[src/rtl/bpsk_demod.sv]
// bpsk_demod: BPSK integrate-and-dump demodulator.
// Three-stage pipe: sample conversion/register, signed multiply, accumulate.
// The chip FSM runs on the product stage, so a chip's bit is decided in the
// same edge that adds its last product.
// Optional macro DEMOD_DIFF_EN: differential decoding of the emitted bit.
module bpsk_demod #(
  parameter int              CHIP_LEN = 64,
  parameter int              CNT_W    = 7,
  parameter int              ACC_W    = 34,
  parameter longint unsigned THRESH   = 64'd1048576,
  parameter logic [13:0]     ADC_ZERO = 14'h2000
) (
  input  logic             clk,
  input  logic             rst,
  input  logic             en,
  input  logic             sample_valid,
  input  logic [13:0]      adc_data,
  input  logic [13:0]      ref_data,
  input  logic             chip_sync,
  output logic             bit_out,
  output logic             bit_valid,
  output logic [ACC_W-1:0] corr_out,
  output logic             low_conf,
  output logic             sync_err
);

  typedef enum logic [1:0] {IDLE, INTEG, DUMP} state_t;

  // stage 1: converted sample, carrier replica and qualifiers
  logic               s1_valid_q, s1_valid_d;
  logic               s1_sync_q, s1_sync_d;
  logic signed [13:0] s1_s_q, s1_s_d;
  logic signed [13:0] s1_ref_q, s1_ref_d;
  // stage 2: product
  logic               s2_valid_q, s2_valid_d;
  logic               s2_sync_q, s2_sync_d;
  logic signed [27:0] s2_prod_q, s2_prod_d;
  // stage 3: integrator and chip FSM
  state_t             state_q, state_d;
  logic [ACC_W-1:0]   acc_q, acc_d;
  logic [CNT_W-1:0]   cnt_q, cnt_d;
  logic               bit_out_q, bit_out_d;
  logic               bit_valid_q, bit_valid_d;
  logic [ACC_W-1:0]   corr_q, corr_d;
  logic               low_conf_q, low_conf_d;
  logic               sync_err_q, sync_err_d;

  logic [ACC_W-1:0]   prod_ext;
  logic [ACC_W-1:0]   sum;
  logic [ACC_W-1:0]   sum_abs;
  logic [CNT_W-1:0]   cnt_inc;
  logic               raw;

`ifdef DEMOD_DIFF_EN
  logic               prev_raw_q, prev_raw_d;
`endif

  // Input stages: valid flags shift every cycle; data only updates on valid.
  // XOR with midscale flips the MSB, turning offset binary into two's complement.
  always_comb begin
    s1_valid_d = sample_valid & en;
    s1_sync_d  = chip_sync;
    s1_s_d     = s1_s_q;
    s1_ref_d   = s1_ref_q;
    if (sample_valid) begin
      s1_s_d   = adc_data ^ ADC_ZERO;
      s1_ref_d = ref_data;
    end
    s2_valid_d = s1_valid_q & en;
    s2_sync_d  = s1_sync_q;
    s2_prod_d  = s2_prod_q;
    if (s1_valid_q) begin
      s2_prod_d = 28'(s1_s_q) * 28'(s1_ref_q);
    end
  end

  // Chip FSM: accumulate, dump on the CHIP_LEN-th product, resync on mid-chip sync.
  always_comb begin
    prod_ext    = {{(ACC_W-28){s2_prod_q[27]}}, s2_prod_q};
    sum         = acc_q + prod_ext;
    sum_abs     = sum[ACC_W-1] ? (~sum + 1'b1) : sum;
    cnt_inc     = cnt_q + 1'b1;
    raw         = ~sum[ACC_W-1];
    state_d     = state_q;
    acc_d       = acc_q;
    cnt_d       = cnt_q;
    bit_out_d   = bit_out_q;
    bit_valid_d = 1'b0;
    corr_d      = corr_q;
    low_conf_d  = low_conf_q;
    sync_err_d  = 1'b0;
`ifdef DEMOD_DIFF_EN
    prev_raw_d  = prev_raw_q;
`endif
    case (state_q)
      IDLE: begin
        if (s2_valid_q && s2_sync_q) begin
          acc_d   = prod_ext;
          cnt_d   = CNT_W'(1);
          state_d = INTEG;
        end
      end
      INTEG: begin
        if (s2_valid_q) begin
          if (s2_sync_q && cnt_q != '0) begin
            // restart with this sample as sample 1 of a new chip
            sync_err_d = 1'b1;
            acc_d      = prod_ext;
            cnt_d      = CNT_W'(1);
          end else if (cnt_inc == CNT_W'(CHIP_LEN)) begin
            bit_valid_d = 1'b1;
            corr_d      = sum;
            low_conf_d  = (sum_abs < ACC_W'(THRESH));
`ifdef DEMOD_DIFF_EN
            bit_out_d   = ~(raw ^ prev_raw_q);
            prev_raw_d  = raw;
`else
            bit_out_d   = raw;
`endif
            acc_d       = '0;
            cnt_d       = '0;
            state_d     = DUMP;
          end else begin
            acc_d = sum;
            cnt_d = cnt_inc;
          end
        end
      end
      DUMP: begin
        // a back-to-back chip's first product seeds the fresh accumulator
        if (s2_valid_q && s2_sync_q) begin
          acc_d   = prod_ext;
          cnt_d   = CNT_W'(1);
          state_d = INTEG;
        end else begin
          state_d = IDLE;
        end
      end
      default: state_d = IDLE;
    endcase
`ifdef DEMOD_DIFF_EN
    if (state_q == IDLE || sync_err_d) begin
      prev_raw_d = 1'b1;
    end
`endif
    if (!en) begin
      state_d     = IDLE;
      acc_d       = '0;
      cnt_d       = '0;
      bit_valid_d = 1'b0;
      sync_err_d  = 1'b0;
    end
  end

  // State and pipe registers with synchronous reset.
  always_ff @(posedge clk) begin
    if (rst) begin
      s1_valid_q  <= 1'b0;
      s1_sync_q   <= 1'b0;
      s1_s_q      <= '0;
      s1_ref_q    <= '0;
      s2_valid_q  <= 1'b0;
      s2_sync_q   <= 1'b0;
      s2_prod_q   <= '0;
      state_q     <= IDLE;
      acc_q       <= '0;
      cnt_q       <= '0;
      bit_out_q   <= 1'b0;
      bit_valid_q <= 1'b0;
      corr_q      <= '0;
      low_conf_q  <= 1'b0;
      sync_err_q  <= 1'b0;
    end else begin
      s1_valid_q  <= s1_valid_d;
      s1_sync_q   <= s1_sync_d;
      s1_s_q      <= s1_s_d;
      s1_ref_q    <= s1_ref_d;
      s2_valid_q  <= s2_valid_d;
      s2_sync_q   <= s2_sync_d;
      s2_prod_q   <= s2_prod_d;
      state_q     <= state_d;
      acc_q       <= acc_d;
      cnt_q       <= cnt_d;
      bit_out_q   <= bit_out_d;
      bit_valid_q <= bit_valid_d;
      corr_q      <= corr_d;
      low_conf_q  <= low_conf_d;
      sync_err_q  <= sync_err_d;
    end
  end

`ifdef DEMOD_DIFF_EN
  // Previous raw decision for differential decoding.
  always_ff @(posedge clk) begin
    if (rst) prev_raw_q <= 1'b1;
    else     prev_raw_q <= prev_raw_d;
  end
`endif

  assign bit_out   = bit_out_q;
  assign bit_valid = bit_valid_q;
  assign corr_out  = corr_q;
  assign low_conf  = low_conf_q;
  assign sync_err  = sync_err_q;

endmodule

[config.mk]
export PLATFORM = sky130hd
export DESIGN_NAME = bpsk_demod
export DESIGN_NICKNAME = d
export VERILOG_FILES = /design/src/rtl/bpsk_demod.sv
export SDC_FILE = /design/constraint.sdc
export NUM_CORES = 1
export LEC_CHECK = 0
export ABC_CLOCK_PERIOD_IN_PS = 16900
export BUFFER_PORTS_ARGS = -buffer_cell sky130_fd_sc_hd__buf_2
export CAP_MARGIN = 25
export CORE_MARGIN = 2
export CORE_UTILIZATION = 55
export DETAILED_ROUTE_END_ITERATION = 16
export PLACE_DENSITY = 0.73
export SLEW_MARGIN = 20
export SYNTH_ARGS = -nofsm -noshare
export SYNTH_HDL_FRONTEND = slang
export SYNTH_SLANG_ARGS = --single-unit
export TNS_END_PERCENT = 1
[constraint.sdc]
create_clock -name clk -period 16.9 [get_ports clk]
set_clock_uncertainty 0.1 [all_clocks]
set_input_delay 0.845 -clock clk [delete_from_list [all_inputs] [get_ports clk]]
set_output_delay 0.845 -clock clk [all_outputs]
set_load 0.01 [all_outputs]
-- Word-level counts from Yosys, hierarchy flattened
Index checks and enable logic that the tools add are counted.
- add/subtract/negate cells: 3
- $mul: 1
- order comparisons: 1
- equal/unequal tests: 8
- muxes and demuxes: 19
- bitwise gates (word level): 9
- reductions and logical operators: 12
- operators by type and width (cell ; number):
    $mux 34 ; 5
    $pmux 34 s2 ; 1
    $add 34x1->34 const B ; 1
    $add 34x34->34 ; 1
    $lt 34x21->1 const B ; 1
    $not 34->34 ; 1
    $mul 14x14->28 ; 1
    $mux 7 ; 4
    $pmux 7 s2 ; 1
    $mux 2 ; 4
    $ne 2x2->1 const B ; 4
    $reduce_and 4->1 ; 2
    $add 7x1->7 const B ; 1
    $eq 7x7->1 const B ; 1
    $reduce_bool 7->1 ; 1
    $not 1->1 ; 6
    $pmux 2 s3 ; 1
    $reduce_or 5->1 ; 1
    $reduce_or 2->1 ; 2
    $reduce_or 4->1 ; 1
    $mux 1 ; 3
    $reduce_and 3->1 ; 1
    $and 1x1->1 ; 2
    $eq 2x1->1 const B ; 1
    other kinds (5) ; 6
- bits in registers: 141
- input port bits: 33
- output and inout port bits: 38
- word-level logic and storage cells: 68

-- Longest topological paths before layout
- word-level depth: 6
- depth in mapped cells: 26
- gate-level depth less buffers: 25

-- Worst setup path after synthesis
No wires, ideal clock.
- path kind: reg2reg
- start: register s1_ref_q[2]
- end: register s2_prod_q[26]
- arrival time: 6.564 ns
- data required time: 16.678 ns
- path slack: 10.114 ns
- stages on the path, launching flop included: 26
- period minus slack after synthesis: 6.786 ns
- cells stage by stage: dfxtp_1 clkbuf_1 and2_1 fa_1 inv_1 fa_1 fa_1 fa_1 inv_1 fa_1 inv_1 fa_1 inv_1 ha_1 a21o_1 a21o_1 a21oi_1 nand2_1 a41oi_1 o31ai_1 o211a_1 o21a_1 o21a_1 o311ai_0 mux2_2 a311o_1
- word-level cells in the longest chain between the ends: 1
- ends and longest elaborated chain (what ; line ; RTL):
    start: declaration ; 33 ; logic signed [13:0] s1_ref_q, s1_ref_d;
    start signal: assignment ; 177 ; s1_ref_q <= s1_ref_d;
    $mul 14x14->28 ; 73 ; s2_prod_d = 28'(s1_s_q) * 28'(s1_ref_q);
    end signal: assignment ; 180 ; s2_prod_q <= s2_prod_d;
    end: declaration ; 37 ; logic signed [27:0] s2_prod_q, s2_prod_d;
Every way passes these cells.
A chain may end at the register's enable or synchronous reset.

-- Worst setup path in the final report
- start: register s1_s_q[5]
- end: register s2_prod_q[26]
- word-level cells in the longest chain between the ends: 1
- ends and longest elaborated chain (what ; line ; RTL):
    start: declaration ; 32 ; logic signed [13:0] s1_s_q, s1_s_d;
    start signal: assignment ; 176 ; s1_s_q <= s1_s_d;
    $mul 14x14->28 ; 73 ;
Every way passes these cells.

==> out/qor.tcl <==
set qor(die_x_um) 170
set qor(cts_tree) {built}
set qor(netlist.top_cell.by_area) {sky130_fd_sc_hd__fa_1}
set qor(clock_transition_at_the_registers_of_the_reported_paths_ns) 0.07
set qor(synth.yosys.seq_area_share_pct) 18.7
set qor(portBuffers) 70
set qor(synth-async-reset-ratio_pct) 0
set qor(count_of_flip_flops_with_a_built_in_enable_after_synthesis) 0
set qor(worst_setup_path_end_kind) {flop}
set qor(setup_viol_count_final) 0
set qor(first_pass_iters) 7
set qor(worst_path_largest_cell_delay_ns) 0.70
set qor(ant_nets) 0
set qor(groute.usage.overall_pct) 26.3
set qor(cts.path.max_buffers) 2
set qor(routabilityCongestion) 0.898
set qor(routed_wl_mm) 34.8
set qor(first_global_vias) 12700
set qor(num_io_pins) 71
set qor(finalHoldViolations) 0
set qor(worst-r2r-cell-count) 24
set qor(initialDrtViolationCount) 945
set qor(dr_total_vias) 12300
set qor(detailedPlacementHpwl_mm) 26.7
set qor(outcome) {finished clean}
set qor(fillers) 2353
set qor(worst_hold_slack_ns) 0.345
set qor(post_cts_resize_count) 0
set qor(slew_headroom_pct) 33.4
set qor(crit_fanout) 15
set qor(fin_cells) 2122
set qor(syn-instance-count) 1762
set qor(clock_sinks) 141
set qor(layout.cells.most_common_list) {230 x sky130_fd_sc_hd__inv_1, 196 x sky130_fd_sc_hd__fa_1, 192 x sky130_fd_sc_hd__nand2_1}
set qor(layout-drive-gt1-share_pct) 7.52
set qor(nNetsFinal) 2099
set qor(start_util_pct) 56.1
set qor(placed_cell_area_mm2) 0.0156
set qor(timing.setup.tns_ns) 0
set qor(post-route-util_pct) 60.0
set qor(critPathSlowestCell) {sky130_fd_sc_hd__dfxtp_1}
set qor(power.density_mw_per_mm2) 66.4
set qor(cp_top_family) {adder cells}
set qor(layout_commonest_cell) {sky130_fd_sc_hd__inv_1}
set qor(place_ws_ns) 9.72
set qor(cts-root-buf) {sky130_fd_sc_hd__clkbuf_16}
set qor(ir_worst_vdd_v) 0.0000644
set qor(total_power_mw) 1.07
set qor(antenna_found_initial) 0
set qor(num_antenna_cells) 0
set qor(cts_setup_buffers) 0
set qor(synth.cell_area_mm2) 0.0151
set qor(post-place-cells) 2089
set qor(finalCritPeriodShare_pct) 43.3
set qor(synthDistinctLibCells) 79
set qor(core_area_mm2) 0.0270
set qor(row_count) 60
set qor(quantity_of_hold_fixing_buffers_added_after_cts) 0
set qor(rsz0062_at_grt) {false}
set qor(min-delay-start) {s1_sync_q}
set qor(grt_start_max_net_pins) 60
set qor(cts_buffers) 17
set qor(die_h_um) 170
set qor(grt_overflow) 0
set qor(critPathKind) {flop to flop}
set qor(clk-insertion-delay-late_ns) 0.43
set qor(worstHoldEndpoint) {s2_sync_q}
set qor(worst_slew_pin_slew_ns) 0.999
set qor(critical_path_buf_inv_count) 4
set qor(vias_per_cell) 5.78
set qor(worst_hold_path.num_cells) 1
set qor(crit_top_cell) {sky130_fd_sc_hd__fa_1}
set qor(reg2reg_setup_slack_ns) 9.59
set qor(maxCapViolCount) 0
set qor(synthesis.nets) 2093
set qor(grt_first_pass_wirelength_mm) 61.2
set qor(yosys_warnings) 0
set qor(post-route-worst-setup-slack_ns) 9.59
set qor(crit_path_start_kind) {flop}
set qor(r2r_start) {s1_s_q[5]}
set qor(worst_hold_path_type) {flop to flop}
set qor(ys.flop_type) {sky130_fd_sc_hd__dfxtp_1}
set qor(remaining_drc_errors) 0
set qor(fmax_mhz) 137
set qor(synth_largest_type_area_fraction_pct) 26.0
set qor(final_non_filler_cell_area_mm2) 0.0162
set qor(r2r-end) {s2_prod_q[26]}
set qor(die-area_mm2) 0.0288
set qor(power.leakage_nw) 7.65
set qor(synth-seq-cells) 141
set qor(area_growth_pct) 7.07
set qor(maxSlewViolCount) 0
set qor(crit_required_ns) 17.12
set qor(syn_avg_cell_area_um2) 8.58
set qor(detail_route.wl_per_cell_um) 16.4
set qor(yosys-top-cells-area) {sky130_fd_sc_hd__fa_1 26%, sky130_fd_sc_hd__dfxtp_1 19%, sky130_fd_sc_hd__ha_1 8.4%}
set qor(clock_tree.htree_level_count) 4
set qor(critPathArrivalTime_ns) 7.53
set qor(finalWorstPathRequiredPeriod_ns) 7.31
set qor(path_cells) {and2_1 -> fa_1 -> inv_1 -> fa_1 -> fa_1 -> fa_1 -> inv_1 -> fa_1 -> inv_1 -> fa_1 -> inv_1 -> ha_1 -> a21o_1 -> a21o_1 -> a21oi_1 -> nand2_1 -> a41oi_1 -> o31ai_1 -> o211a_1 -> o21a_1 -> o21a_1 -> o311ai_0 -> mux2_2 -> a311o_1}
==> cell type report <==
cell class                      count  area [µm²]  area share, %
Tap cell                          341         427           2.64
Inverter                          230         863           5.34
Timing Repair Buffer               78         417           2.58
Clock inverter                     13         130          0.804
Sequential cell                   141        2820           17.4
Multi-Input combinational cell   1300       11100           68.5
Clock buffer                       19         433           2.68
==> cells by family after synthesis <==
group,share of synthesized area (%)
xor gates and xnor gates,3.25
AOI/OAI and AO/OA,12.5
muxes,3.39
buffers and inverters,8.04
adders and majority gates,34.4
and+or+nand+nor,19.7
DFF,18.7
==> flip-flops by register name, summed over array words and instances, names as in the netlist, 2 cells and up <==
name       cells
acc_q         34
cnt_q          7
corr_out      34
s1_ref_q      14
s1_s_q        14
s2_prod_q     28
state_q        2
==> how the worst max path moves through the flow <==
| stage | cells past startpoint | slack, ns | startpoint | endpoint |
|---|---|---|---|---|
| after global placement | 24 | 9.82 | s1_s_q[5] | s2_prod_q[26] |
| final | 24 | 9.59 | s1_s_q[5] | s2_prod_q[26] |
| after CTS | 24 | 9.70 | s1_s_q[6] | s2_prod_q[26] |
| after global routing | 24 | 9.26 | s1_s_q[5] | s2_prod_q[26] |
| after floorplan | 25 | 10.11 | s1_ref_q[2] | s2_prod_q[26] |
| after detailed placement | 24 | 9.72 | s1_s_q[6] | s2_prod_q[26] |
==> layer usage <==
| layer | track usage (%) | wire length, µm | share of wire [%] | vias up |
|---|---|---|---|---|
| li1 | - | - | - | 5795 |
| met1 | 33.8 | 15100 | 43 | 6079 |
| met2 | 45.8 | 17300 | 50 | 319 |
| met3 | 3.52 | 1410 | 4.0 | 72 |
| met4 | 8.51 | 940 | 2.7 | 0 |
| met5 | 0 | 0 | 0 | - |
==> report_power, final <==
group	switching [mW]	total [mW]	leakage (nW)	internal [mW]
clock	0.168	0.374	0.267	0.206
combinational	0.195	0.336	6.24	0.141
sequential	0.0229	0.364	1.14	0.341
==> synth_stat cells (all sizes together), types with 23 or more instances <==
cell	instances
dfxtp	141
inv	230
and2	102
nor2	157
nand3	23
mux2i	49
clkbuf	83
a21oi	95
fa	196
nor3	45
ha	102
xnor2	34
o21ai	43
nand2	193
a21o	27
Power figures use the tool's default switching activity.
